==> config.mk <==
export PLATFORM = sky130hd
export DESIGN_NAME = rv_regfile_mp_flat
export DESIGN_NICKNAME = d
export VERILOG_FILES = /design/src/rtl/rv_regfile_mp_if.sv /design/src/rtl/rv_regfile_mp.sv /design/src/flat_wrapper.sv
export SDC_FILE = /design/constraint.sdc
export NUM_CORES = 1
export LEC_CHECK = 0
export ABC_AREA = 0
export BUFFER_PORTS_ARGS = -buffer_cell sky130_fd_sc_hd__buf_4
export CAP_MARGIN = 20
export CORE_MARGIN = 2
export CORE_UTILIZATION = 40
export DETAILED_ROUTE_END_ITERATION = 8
export GPL_TIMING_DRIVEN = 0
export MAX_ROUTING_LAYER = met4
export PLACE_DENSITY = 0.54
export SLEW_MARGIN = 15
export SYNTH_ARGS = -nofsm -noshare
export SYNTH_HDL_FRONTEND = slang
export SYNTH_SLANG_ARGS = --single-unit
==> constraint.sdc <==
create_clock -name i_clk -period 9.35 [get_ports i_clk]
set_clock_uncertainty 0.05 [all_clocks]
set_input_delay 1.87 -clock i_clk [delete_from_list [all_inputs] [get_ports i_clk]]
set_output_delay 1.87 -clock i_clk [all_outputs]
set_load 0.05 [all_outputs]
==> src/rtl/rv_regfile_mp_if.sv <==
// Bus bundle between decode/writeback and the rv_regfile_mp register file.
// Handshake: i_write and i_rs_en are only honoured while o_ready=1; once ready, every enabled request completes in one cycle with no backpressure.
interface rv_regfile_mp_if #(
  parameter int XLEN  = 32,
  parameter int NREGS = 32,
  parameter int NRD   = 2
);
  localparam int AW = $clog2(NREGS);

  logic [NRD*AW-1:0]   i_rs_addr;
  logic [NRD-1:0]      i_rs_en;
  logic [AW-1:0]       i_rd;
  logic                i_write;
  logic [XLEN-1:0]     i_data;
  logic [NRD*XLEN-1:0] o_data;
  logic                o_ready;

  modport master (
    output i_rs_addr, i_rs_en, i_rd, i_write, i_data,
    input  o_data, o_ready
  );

  modport slave (
    input  i_rs_addr, i_rs_en, i_rd, i_write, i_data,
    output o_data, o_ready
  );
endinterface

==> src/rtl/rv_regfile_mp.sv <==
// Multi-read-port integer register file: registered reads, one write port, x0 reads zero,
// storage cleared by a sequencer after reset. Optional write-first bypass: RF_BYPASS_EN.
module rv_regfile_mp #(
  parameter int XLEN  = 32,
  parameter int NREGS = 32,
  parameter int NRD   = 2
) (
  input  logic            i_clk,
  input  logic            i_reset_n,
  rv_regfile_mp_if.slave  bus,
  output logic            dbg_state
);
  localparam int AW = $clog2(NREGS);

  typedef enum logic {S_CLEAR = 1'b0, S_RUN = 1'b1} state_t;

  state_t              state;
  logic [AW-1:0]       clr_cnt;
  logic                ready;
  logic [NRD*XLEN-1:0] rd_data;
  logic [XLEN-1:0]     mem [NREGS];

  assign bus.o_data  = rd_data;
  assign bus.o_ready = ready;
  assign dbg_state   = state;

  // No reset on the array so it can map to RAM; entry 0 is never written and never read.
  always_ff @(posedge i_clk) begin
    if (state == S_CLEAR) begin
      mem[clr_cnt] <= '0;
    end else if (bus.i_write && (bus.i_rd != '0)) begin
      mem[bus.i_rd] <= bus.i_data;
    end
  end

  always_ff @(posedge i_clk or negedge i_reset_n) begin
    if (!i_reset_n) begin
      state   <= S_CLEAR;
      clr_cnt <= AW'(1);
      ready   <= 1'b0;
      rd_data <= '0;
    end else begin
      case (state)
        S_CLEAR: begin
          clr_cnt <= clr_cnt + AW'(1);
          if (clr_cnt == AW'(NREGS - 1)) begin
            state <= S_RUN;
            ready <= 1'b1;
          end
        end
        S_RUN: begin
          for (int p = 0; p < NRD; p++) begin
            if (bus.i_rs_en[p]) begin
              if (bus.i_rs_addr[p*AW +: AW] == '0) begin
                rd_data[p*XLEN +: XLEN] <= '0;
`ifdef RF_BYPASS_EN
              end else if (bus.i_write && (bus.i_rd == bus.i_rs_addr[p*AW +: AW])) begin
                rd_data[p*XLEN +: XLEN] <= bus.i_data;
`endif
              end else begin
                rd_data[p*XLEN +: XLEN] <= mem[bus.i_rs_addr[p*AW +: AW]];
              end
            end
          end
        end
        default: state <= S_CLEAR;
      endcase
    end
  end
endmodule

==> src/flat_wrapper.sv <==
// flat-port wrapper written by rule: the top's interface ports become plain ports
module rv_regfile_mp_flat 
#(
  parameter int XLEN  = 32,
  parameter int NREGS = 32,
  parameter int NRD   = 2
)
  (i_clk, i_reset_n, dbg_state, bus_i_rs_addr, bus_i_rs_en, bus_i_rd, bus_i_write, bus_i_data, bus_o_data, bus_o_ready);
  rv_regfile_mp_if #(.XLEN(XLEN), .NREGS(NREGS), .NRD(NRD)) bus_i ();
  input  logic i_clk;
  input  logic i_reset_n;
  output logic dbg_state;
  input wire logic [$bits(bus_i.i_rs_addr)-1:0] bus_i_rs_addr;
  input wire logic [$bits(bus_i.i_rs_en)-1:0] bus_i_rs_en;
  input wire logic [$bits(bus_i.i_rd)-1:0] bus_i_rd;
  input wire logic [$bits(bus_i.i_write)-1:0] bus_i_write;
  input wire logic [$bits(bus_i.i_data)-1:0] bus_i_data;
  output wire logic [$bits(bus_i.o_data)-1:0] bus_o_data;
  output wire logic [$bits(bus_i.o_ready)-1:0] bus_o_ready;
  assign bus_i.i_rs_addr = bus_i_rs_addr;
  assign bus_i.i_rs_en = bus_i_rs_en;
  assign bus_i.i_rd = bus_i_rd;
  assign bus_i.i_write = bus_i_write;
  assign bus_i.i_data = bus_i_data;
  assign bus_o_data = bus_i.o_data;
  assign bus_o_ready = bus_i.o_ready;
  rv_regfile_mp #(.XLEN(XLEN), .NREGS(NREGS), .NRD(NRD)) u_core (.i_clk(i_clk), .i_reset_n(i_reset_n), .bus(bus_i), .dbg_state(dbg_state));
endmodule
# == Yosys cells after proc, flatten, opt, wreduce, memory -nomap -nowiden ==
# Memories as Yosys holds them, arrays and structs flattened.
# Index checks and enable logic that the tools add are counted.
# classes
n_addsub,1
multipliers,0
div,0
order_cmp,0
eq_ne,1
shifts,0
n_mux,11
bitwise_logic,1
n_reduce_logical,8
# op_table
op,count
$mux W32,3
$reduce_or A32 Y1,1
$logic_not A5 Y1,2
$mux W1,7
$reduce_and A2 Y1,3
$add A5 B1 Y5 const B,1
$eq A5 B5 Y1 const B,1
$mux W5,1
$reduce_bool A5 Y1,1
$logic_and A1 B1 Y1,1
$not A1 Y1,1
# totals
reg_bits,71
latchBits,0
ramBits,1024
mem_bits_ro,0
output_inout_bits,66
word_cells,28
mem_count,1
# mem_list
memory,words,width,read_ports,rd_ports_with_merged_regs,write_ports,line_no,text
u_core.mem,32,32,2,0,1,rv_regfile_mp.sv:21,logic [XLEN-1:0] mem [NREGS];

# == Depth between registers and ports, before layout ==
# depth
word_depth,7
depth_mapped,9

# == Worst setup path before layout ==
# No wires, ideal clock.
# synth_path
kind,input port to flip-flop
from,in bus_i_rd[3]
to,"mem u_core.mem[17][0], enable pin"
arrival_time_ns,4.169
required_ns,8.879
path_slack_ns,4.710
stages,6
n_path_buf,1
path_cell_list,nor3_1 > a21oi_1 > clkbuf_1 > nor4b_1 > a31oi_1 > nor2_1
# synth_via
elab_chain_len,7
elab_cells_between_ends,8
cone_classes,mux (5); reduce/logical (3)
# synth_rtl
item,line_no,text
"start, declared",flat_wrapper.sv:15,input wire logic [$bits(bus_i.i_rd)-1:0] bus_i_rd;
$reduce_bool A5 Y1,rv_regfile_mp.sv:31,end else if (bus.i_write && (bus.i_rd != '0)) begin
$logic_and A1 B1 Y1,rv_regfile_mp.sv:31,
$mux W1,rv_regfile_mp.sv:31,
$mux W1,rv_regfile_mp.sv:29,if (state == S_CLEAR) begin
$mux W1 (implied by the code),rv_regfile_mp.sv:32,mem[bus.i_rd] <= bus.i_data;
$reduce_or A32 Y1 (no source line),--,
$mux W5 (no source line) / $mux W1 (equally long branches),--,
"end, declared",rv_regfile_mp.sv:21,
# Several ways; a longest one is shown, not always the timed one.

# == Worst setup path in the final report ==
# layout_path
from,in bus_i_rd[3]
to,"mem u_core.mem[12][29], enable pin"
# The elaborated chain is that of the path after synthesis.

==> summary.md <==
| Metric | Value |
|---|---|
| Hold_buf cts | `0` |
| WP buf/inv | `3` |
| Layout cell share with drive strength beyond 1 | `30.4%` |
| Min-delay src | `u_core.bus.o_ready$_DFFE_PN0P_` |
| Fin. Hold Viols | `0` |
| Vias | `32051` |
| Data arrival, critical path | `4.92 ns` |
| P_int | `8390 uW` |
| Synthesized area | `50100 um^2` |
| Hold endpoint | `u_core.bus.o_ready$_DFFE_PN0P_` |
| Drt pass-1 iters | `6` |
| Initial antenna violation count | `8` |
| Clock Tree Buf Depth | `3` |
| Combinational Power Share | `9.8%` |
| Vias in the first global route | `31659` |
| Synth Flop Type | `edfxtp_1` |
| Crit-path max cell delay | `0.84 ns` |
| Worst EP required | `9.70 ns` |
| P_sw | `2810 uW` |
| Crit start category | `input port` |
| Synth unique cells | `60` |
| Worst vdd ir | `152 uV` |
| DRT iter0 DRCs | `4520` |
| Worst Hold Depth | `1` |
| Pwr/cell area | `191 nW/um^2` |
| Shortest period the worst path allows | `4.57 ns` |
| Drt wl/cell | `38.6 um` |
| Outcome | `finished, final reports clean` |
| Fin. max-slew vios | `0` |
| Final ANT Viol Nets | `0` |
| Die X | `358 um` |
| H-tree level count | `3` |
| Io pins | `118` |
| Tot GR Track Use | `30.1%` |
| Initial core utilization | `40.4%` |
| Leak pwr | `0.0209 uW` |
| Worst path cell trace | `buf_4 -> nor3_1 -> a21oi_1 -> clkbuf_1 -> a41oi_1 -> nor2_4 -> buf_12` |
| Reg-to-reg setup timing slack | `5.67 ns` |
| Rel. slew slack | `16.4%` |
| Remaining DRCs | `0` |
| Clk slew on worst S/H paths | `0.06 ns` |
| Clock power frac | `41.4%` |
| Die area | `128000 um^2` |
| CTS tree | `built` |
| Row cnt | `129` |
| Critical path peak fanout | `20` |
| Tcrit/Tclk final | `48.9%` |
| Post-synth ARST share | `6.48%` |
| Clock root buffer | `clkbuf_16` |
| Layout area overhead | `17.3%` |
| Post CTS Setup Buffer Count | `0` |
| Fin nets | `3179` |
| WL final | `188000 um` |
| Synthesized flop and latch total | `1095` |
| Peak Freq | `0.219 GHz` |
| Hpwl dp | `134000 um` |
| Worst r2r dst | `u_core.mem[12][29]$_DFFE_PP_` |
| Worst-case reg-to-reg path depth | `6` |
| Unrepaired setup endpoints after global routing | `no` |
| Share of power burned in registers | `48.8%` |
| Post-Syn Instances | `2807` |
| Critical Path Slowest Stage Cell | `clkbuf_1` |
| Max-cap violations | `0` |
| Worst Max-Slew Pin Slew | `1.25 ns` |
| Mapped Nets | `2861` |
| Num CTS Buffers | `119` |
| Switching Fraction | `25.1%` |
| Cell count after placement | `4626` |
| Post_cts resized | `0` |
| DIE HEIGHT | `358 um` |
| Via density per instance | `6.58` |
| Post-synthesis sequential area ratio | `65.0%` |
| HP Class | `reg -> reg` |
| Port bufs | `112` |
| Critical path endpoint category | `flop` |
| Crit Path Class | `in -> reg` |
| First-pass GRT wire length | `256000 um` |
| Syn Area/Cell | `17.8 um^2` |
| Placer Congestion | `0.945` |
| CORE AREA | `124000 um^2` |
| Layout Cells excl Fill | `4873` |
| Clock sink total | `1095` |
| Sum Neg Setup Slack | `0 ns` |
| Grt ovf | `0` |
| Synth warn | `0` |
| Top Family by Delay on Critical Path | `buffers and inverters` |
| Worst-Skew Late Latency | `0.71 ns` |
| Hold slack | `0.414 ns` |
| Largest net degree at the start of global routing | `72` |
| Post-synth EDFFs | `1024` |
| Final setup viols | `0` |
| R2r startpoint | `u_core.dbg_state$_DFF_PN0_` |
-- Yosys cell counts, types with 3 or more instances --
master / count / share of area [%]
a211oi_1: 67 / 1.0
a21oi_1: 5 / 0.050
a221oi_1: 32 / 0.56
a22o_1: 32 / 0.56
a22oi_1: 30 / 0.45
a31oi_1: 7 / 0.087
a32o_1: 31 / 0.62
and2_1: 33 / 0.41
buf_1: 6 / 0.045
buf_2: 92 / 0.92
buf_4: 23 / 0.34
buf_6: 24 / 0.54
clkbuf_1: 76 / 0.57
dfrtp_1: 70 / 3.5
edfxtp_1: 1024 / 61
inv_1: 4 / 0.030
mux2_2: 64 / 1.4
mux2i_1: 258 / 5.2
mux4_2: 352 / 16
nand2_1: 134 / 1.0
nand2b_1: 32 / 0.40
nand3_1: 63 / 0.63
nand3b_1: 3 / 0.045
nand4_1: 3 / 0.037
nor2_1: 68 / 0.51
nor2b_1: 37 / 0.46
nor3_1: 7 / 0.070
nor4_1: 30 / 0.37
nor4b_1: 4 / 0.070
nor4bb_1: 3 / 0.060
o21ai_0: 14 / 0.14
o21ai_1: 19 / 0.19
o221ai_1: 32 / 0.56
o22ai_1: 62 / 0.77
o31ai_1: 32 / 0.48
or3_1: 3 / 0.037
xnor2_1: 3 / 0.053
-- sequential cells by signal, summed over array words and instances (netlist names) --
signal and count:
u_core.mem 1024, u_core.bus.o_data 64, u_core.clr_cnt 5, u_core.bus.o_ready 1, u_core.dbg_state 1
-- cell families after synthesis --
family,Yosys count,share of synthesized area [%]
AO/OA/AOI/OAI,374,5.68
XOR/XNOR,3,0.0525
adder cells (fa/ha/maj),2,0.0500
buffers and inverters,228,2.49
flip-flops,1095,65.0
multiplexers,674,22.4
AND/OR/NAND/NOR,431,4.30
-- area by class of cell --
class,count,area [um^2]
clock inverters,62,536
well taps,1637,2050
multi-input cells,1484,16600
plain buffers,224,1230
flip-flops and latches,1095,32500
repair buffers,197,2550
diodes,4,10.0
clock buffers,166,3260
fillers,10462,65200
inverters,4,15.0
-- per-layer routing --
| layer | routed length [um] | global-route usage (%) | vias to the layer above |
|---|---|---|---|
| li1 | - | - | 12431 |
| met1 | 74200 | 40.1 | 17184 |
| met2 | 86800 | 45.7 | 2057 |
| met3 | 18800 | 6.24 | 379 |
| met4 | 8440 | 11.3 | 0 |
| met5 | 0 | - | - |
-- power by group through the flow --
| stage | Sequential (uW) | Combinational [uW] | Clock [uW] |
|---|---|---|---|
| floorplan | 5670 | 483 | 0 |
| global placement | 5570 | 1030 | 0 |
| detailed placement | 5570 | 1070 | 0 |
| CTS | 5470 | 1070 | 4670 |
| global route | 5470 | 1130 | 4850 |
| finish | 5470 | 1090 | 4640 |
-- worst max path at each step --
stage / start / to / slack, ns / cells past startpoint
floorplan: bus_i_rd[3] / u_core.mem[17][0]$_DFFE_PP_ / 4.71 / 6
global route: bus_i_rd[3] / u_core.mem[13][29]$_DFFE_PP_ / 4.80 / 7
finish: bus_i_rd[3] / u_core.mem[12][29]$_DFFE_PP_ / 4.78 / 7
global placement: bus_i_rd[3] / u_core.mem[19][2]$_DFFE_PP_ / 1.41 / 7
detailed placement: bus_i_rd[3] / u_core.mem[12][28]$_DFFE_PP_ / 4.05 / 6
CTS: bus_i_rd[3] / u_core.mem[16][28]$_DFFE_PP_ / 4.80 / 6
-- layout by cell type, fill, tap and decap left out, types with 36 or more instances in the layout --
cell type  synthesis  final
buf_4             23    136
buf_12             0     46
buf_2             92     92
nand2_1          134    134
nor2b_1           37     37
mux2_2            64     64
edfxtp_1        1024   1024
o22ai_1           62     62
clkbuf_16          0    119
mux4_2           352    352
dfrtp_1           70     70
clkbuf_1          76    112
nand3_1           63     63
a211oi_1          67     67
mux2i_1          258    258
nor2_1            68     36
-- metrics by stage --
step	area [um^2]	total power (uW)	util [%]	worst slack (ns)
after global routing	58700	11400	47.4	4.80
after global placement	52900	6610	42.7	1.41
final	58700	11200	47.4	4.78
after floorplan	50100	6160	-	4.71
after CTS	58500	11200	47.2	4.80
after detailed placement	54700	6640	44.1	4.05
(Power assumes the default switching activity.)
